### config.mk
export PLATFORM = sky130hd
export DESIGN_NAME = uart_tx_arbiter
export DESIGN_NICKNAME = d
export VERILOG_FILES = /design/src/rtl/uart_arb_pkg.sv /design/src/rtl/rr_arbiter.sv /design/src/rtl/uart_tx_arbiter.sv
export SDC_FILE = /design/constraint.sdc
export NUM_CORES = 1
export LEC_CHECK = 0
export BUFFER_PORTS_ARGS = -buffer_cell sky130_fd_sc_hd__buf_2
export CORE_ASPECT_RATIO = 0.6
export CORE_MARGIN = 4
export CORE_UTILIZATION = 25
export DETAILED_ROUTE_END_ITERATION = 12
export MAX_ROUTING_LAYER = met4
export PLACE_DENSITY_LB_ADDON = 0.3
export SYNTH_ARGS = -nofsm -noshare
export SYNTH_HDL_FRONTEND = slang
export SYNTH_SLANG_ARGS = --single-unit
### constraint.sdc
create_clock -name clk -period 5 [get_ports clk]
set_input_delay 0 -clock clk [delete_from_list [all_inputs] [get_ports clk]]
set_output_delay 0 -clock clk [all_outputs]
set_load 0.005 [all_outputs]
### src/rtl/uart_arb_pkg.sv
// uart_arb_pkg: shared state encoding and widths for the UART transmit arbiter
package uart_arb_pkg;
  localparam int BYTE_W = 8;
  localparam int LEN_W = 16;
  typedef enum logic {IDLE, XFER} state_e;
endpackage

### src/rtl/rr_arbiter.sv
// rr_arbiter: combinational round-robin pick of the first request after last_i, wrapping to 0
module rr_arbiter #(
  parameter int N = 2,
  parameter int GW = $clog2(N)
) (
  input  logic [N-1:0]  req_i,
  input  logic [GW-1:0] last_i,
  output logic [GW-1:0] idx_o,
  output logic          any_o
);
  assign any_o = |req_i;
  always_comb begin : pick
    logic [GW-1:0] j;
    j = '0;
    idx_o = last_i;
    // descending scan so the nearest requester after last_i is written last and wins
    for (int k = N; k >= 1; k--) begin
      j = GW'((int'(last_i) + k) % N);
      idx_o = req_i[j] ? j : idx_o;
    end
  end
endmodule

### src/rtl/uart_tx_arbiter.sv
// uart_tx_arbiter: round-robin sharing of one UART transmitter between byte-stream requesters.
// Define UART_TX_ARB_STATS_EN to enable the per-requester completed-message counters on msg_count.
module uart_tx_arbiter
  import uart_arb_pkg::*;
#(
  parameter int NUM_REQ = 2,
  parameter int MAX_MSG_LEN = 256
) (
  input  logic                       clk,
  input  logic                       rst,
  input  logic [NUM_REQ-1:0]         req_valid,
  input  logic [BYTE_W*NUM_REQ-1:0]  req_data,
  input  logic [NUM_REQ-1:0]         req_last,
  output logic [NUM_REQ-1:0]         req_ready,
  output logic                       tx_valid,
  output logic [BYTE_W-1:0]          tx_data,
  input  logic                       tx_ready,
  output logic [$clog2(NUM_REQ)-1:0] grant_id,
  output logic                       busy,
  output logic                       overrun,
  output logic [LEN_W*NUM_REQ-1:0]   msg_count
);
  localparam int GW = $clog2(NUM_REQ);
  state_e state_q;
  logic [GW-1:0] grant_q, last_q, win;
  logic [LEN_W-1:0] cnt_q, cnt_d;
  logic overrun_q, any, fire, done;
  rr_arbiter #(.N(NUM_REQ), .GW(GW)) u_rr (
    .req_i  (req_valid),
    .last_i (last_q),
    .idx_o  (win),
    .any_o  (any)
  );
  assign busy = state_q == XFER;
  assign tx_valid = busy && req_valid[grant_q];
  assign tx_data = req_data[grant_q*BYTE_W +: BYTE_W];
  assign req_ready = (busy && tx_ready) ? NUM_REQ'(1) << grant_q : '0;
  assign fire = tx_valid && tx_ready;
  assign done = fire && req_last[grant_q];
  assign cnt_d = cnt_q + 1'b1;
  assign grant_id = grant_q;
  assign overrun = overrun_q;
  always_ff @(posedge clk) begin
    if (rst) begin
      state_q <= IDLE;
      grant_q <= '0;
      last_q <= GW'(NUM_REQ - 1);
      cnt_q <= '0;
      overrun_q <= 1'b0;
    end else begin
      overrun_q <= 1'b0;
      if (state_q == IDLE) begin
        if (any) begin
          state_q <= XFER;
          grant_q <= win;
          cnt_q <= '0;
        end
      end else if (fire) begin
        cnt_q <= cnt_d;
        // a last byte landing exactly on the length limit is a clean completion, not an overrun
        if (done || cnt_d == LEN_W'(MAX_MSG_LEN)) begin
          state_q <= IDLE;
          last_q <= grant_q;
          overrun_q <= !done;
        end
      end
    end
  end
`ifdef UART_TX_ARB_STATS_EN
  logic [LEN_W-1:0] msg_q [NUM_REQ];
  always_ff @(posedge clk) begin
    for (int i = 0; i < NUM_REQ; i++)
      msg_q[i] <= rst ? '0 : msg_q[i] + LEN_W'(done && grant_q == GW'(i));
  end
  for (genvar i = 0; i < NUM_REQ; i++) begin : g_cnt
    assign msg_count[i*LEN_W +: LEN_W] = msg_q[i];
  end
`else
  assign msg_count = '0;
`endif
endmodule

==> run metrics <==
Inserted Clock Buffers 3; setup TNS 0 ns; post_cts resized 0; leading area contributor after synthesis dfxtp_1; Worst setup SP type flop; Endpoint, Worst Hold busy; Setup crit end kind flop; Worst slew margin 30.9%; diode count 0; Reg2Reg Launch Point grant_id; worst skew pair latency 0.26 ns; outcome finished clean; WHS 0.0410 ns; post-synthesis register bit count 20; Syn Area/Cell 7.52 um^2; Syn Std Cell Area around 1600 um^2; critical path class flop to flop; most common cell after layout, fill and taps aside buf_2; sequential area share after synthesis 25.2%; IR drop worst, VDD 97.8 uV; most frequent cells in the layout buf_2 (36), conb_1 (32), nor2_1 (27); clock skew around 0.0023 ns; core area 6140 um^2; worst hold path depth 2; Core Rows 22; synthesis warning total 0; Post-DP HPWL 3010 um; Max Fanout on Critical Path 15; Hold Crit Class input port to flop; port bufs 36; GRT Resource Usage Total a little over a tenth; post-CTS setup buffer count 0; Slowest cell on crit path nor2_1; Avg WL per Cell between 10 and 15 um; TritonCTS Sinks 20; I/O Pins 69; CTS tree done; Pre-antenna DRT Iters 4; Levels on crit path 6; post-synth top area share 25.2%; RD Place Congestion 0.803; crit-path cells mux2i_1 -> nor2_1 -> o2111ai_1 -> a2111o_1 -> o22a_1 -> o311a_2; vias per inst 4.49; CTS Hold Bufs 0; Bufs and invs on worst path 0; LEAKAGE 0.000695 uW; family with the most delay on the worst path compound AO/OA/AOI/OAI gates; remaining antenna violation count 0; PnR Total Power around 350 uW; Layout Nets 264; crit path DAT 2.87 ns; number of global-route vias before repair 1278; WL final slightly below 4000 um; FF-to-FF End busy; Layout area overhead 10.7%; Synth area leaders dfxtp_1 (25%), buf_4 (15%), nor2_1 (6.4%); pwr dens 197 nW/um^2; ys async rst share 0%; RSZ-0062 raised after global routing false; layout cells sized above 1 22.3%; Post-Syn Instances 211; Yosys cell types 41; flop2flop setup slack ~2.3 ns; max cap viols 0; CTS H-tree depth 1; Worst EP required 5.15 ns; Reg clk slew, reported paths 0.08 ns; Initial Util 25.8%; first-pass GRT wire length 6520 um; endpoints failing setup 0; Worst R2R Path Depth 6; CTS Buffer Depth 2; period utilization between 50% and 60%; max incr delay on CP around 0.8 ns; Tmin final 2.72 ns; die area 7730 um^2; Fmax 368 MHz; height of the die 69.7 um; 1st-iter DRT viols 97; largest net degree at the start of global routing 18; hold path startpoint req_valid[1]; Fin. Hold Viols 0; DRC Markers 0; DR vias ~1400; Slew Limit Fails 0; GRT overflow 0; initial antenna violation count 0; Worst-Margin Slew 1.03 ns; Root Buffer clkbuf_8; die span in x 111 um; ys flop type dfxtp_1; EDFF count, synth 0
## cell type report
cell class,instances,area (um^2)
inverter,4,15.0
clock buffer,4,55.1
multi-input combinational,174,1000
timing repair buffer,36,180
fill,665,4380
tap,84,105
sequential,20,400
## metal layers
layer  track usage (%)  up-vias  share of wire, %  routed length, um
li1                  -      752                 -                  -
met1              15.4      651                52               2050
met2              13.9       43                42               1640
met3              3.23        0               6.1                241
met4              1.64        0                 0                  0
met5                 -        -                 0                  0
## logic make-up after synthesis
logic type | after synthesis | synth area share [%]
flops | 20 | 25.2
buf+inv | 48 | 19.0
mux | 10 | 6.94
other cells | 1 | 0.236
fa+ha+maj | 2 | 1.58
xor+xnor | 2 | 1.10
compound gates | 54 | 22.3
simple gates | 74 | 23.6
## power breakdown
| group | switching (uW) | internal (uW) |
|---|---|---|
| combinational | 31.0 | 23.1 |
| clock | 56.4 | 70.2 |
| sequential | 4.30 | 161 |
| total | 91.7 | 254 |
## stage by stage
| stage | cell area [um^2] | worst slack [ns] | instances | util, % |
|---|---|---|---|---|
| after global routing | 1760 | 1.98 | 322 | 28.6 |
| after CTS | 1760 | 2.31 | 322 | 28.6 |
| after floorplan | 1700 | 2.95 | 242 | - |
| after detailed placement | 1700 | 2.33 | 318 | 27.7 |
| final | 1760 | 2.28 | 322 | 28.6 |
| after global placement | 1700 | 2.36 | 318 | 27.7 |
## sequential cells by signal, summed over array words and instances (netlist names)
signal and cells:
cnt_q 16, busy 1, grant_id 1, last_q 1, overrun 1
## worst max-delay path by stage
stage,start,endpoint,slack (ns)
after global placement,grant_id,busy,2.36
after detailed placement,grant_id,busy,2.33
after CTS,grant_id,busy,2.31
final,grant_id,busy,2.28
after floorplan,cnt_q[14],busy,2.95
after global routing,grant_id,last_q,1.98
## synth_stat cells, types with 2 or more instances
| library cell | number |
|---|---|
| a2111o_1 | 2 |
| a211oi_1 | 4 |
| a21oi_1 | 14 |
| a311oi_1 | 5 |
| a31oi_1 | 6 |
| and4_1 | 6 |
| buf_4 | 32 |
| clkbuf_1 | 11 |
| dfxtp_1 | 20 |
| ha_1 | 2 |
| inv_1 | 4 |
| mux2_2 | 8 |
| mux2i_1 | 2 |
| nand2_1 | 15 |
| nand3_1 | 5 |
| nand3b_1 | 2 |
| nand4_1 | 4 |
| nor2_1 | 27 |
| nor3_1 | 4 |
| o21ai_0 | 13 |
| or2_2 | 2 |
| or3_1 | 3 |
| xnor2_1 | 2 |
Note: power is estimated with default switching activity, not from simulation.
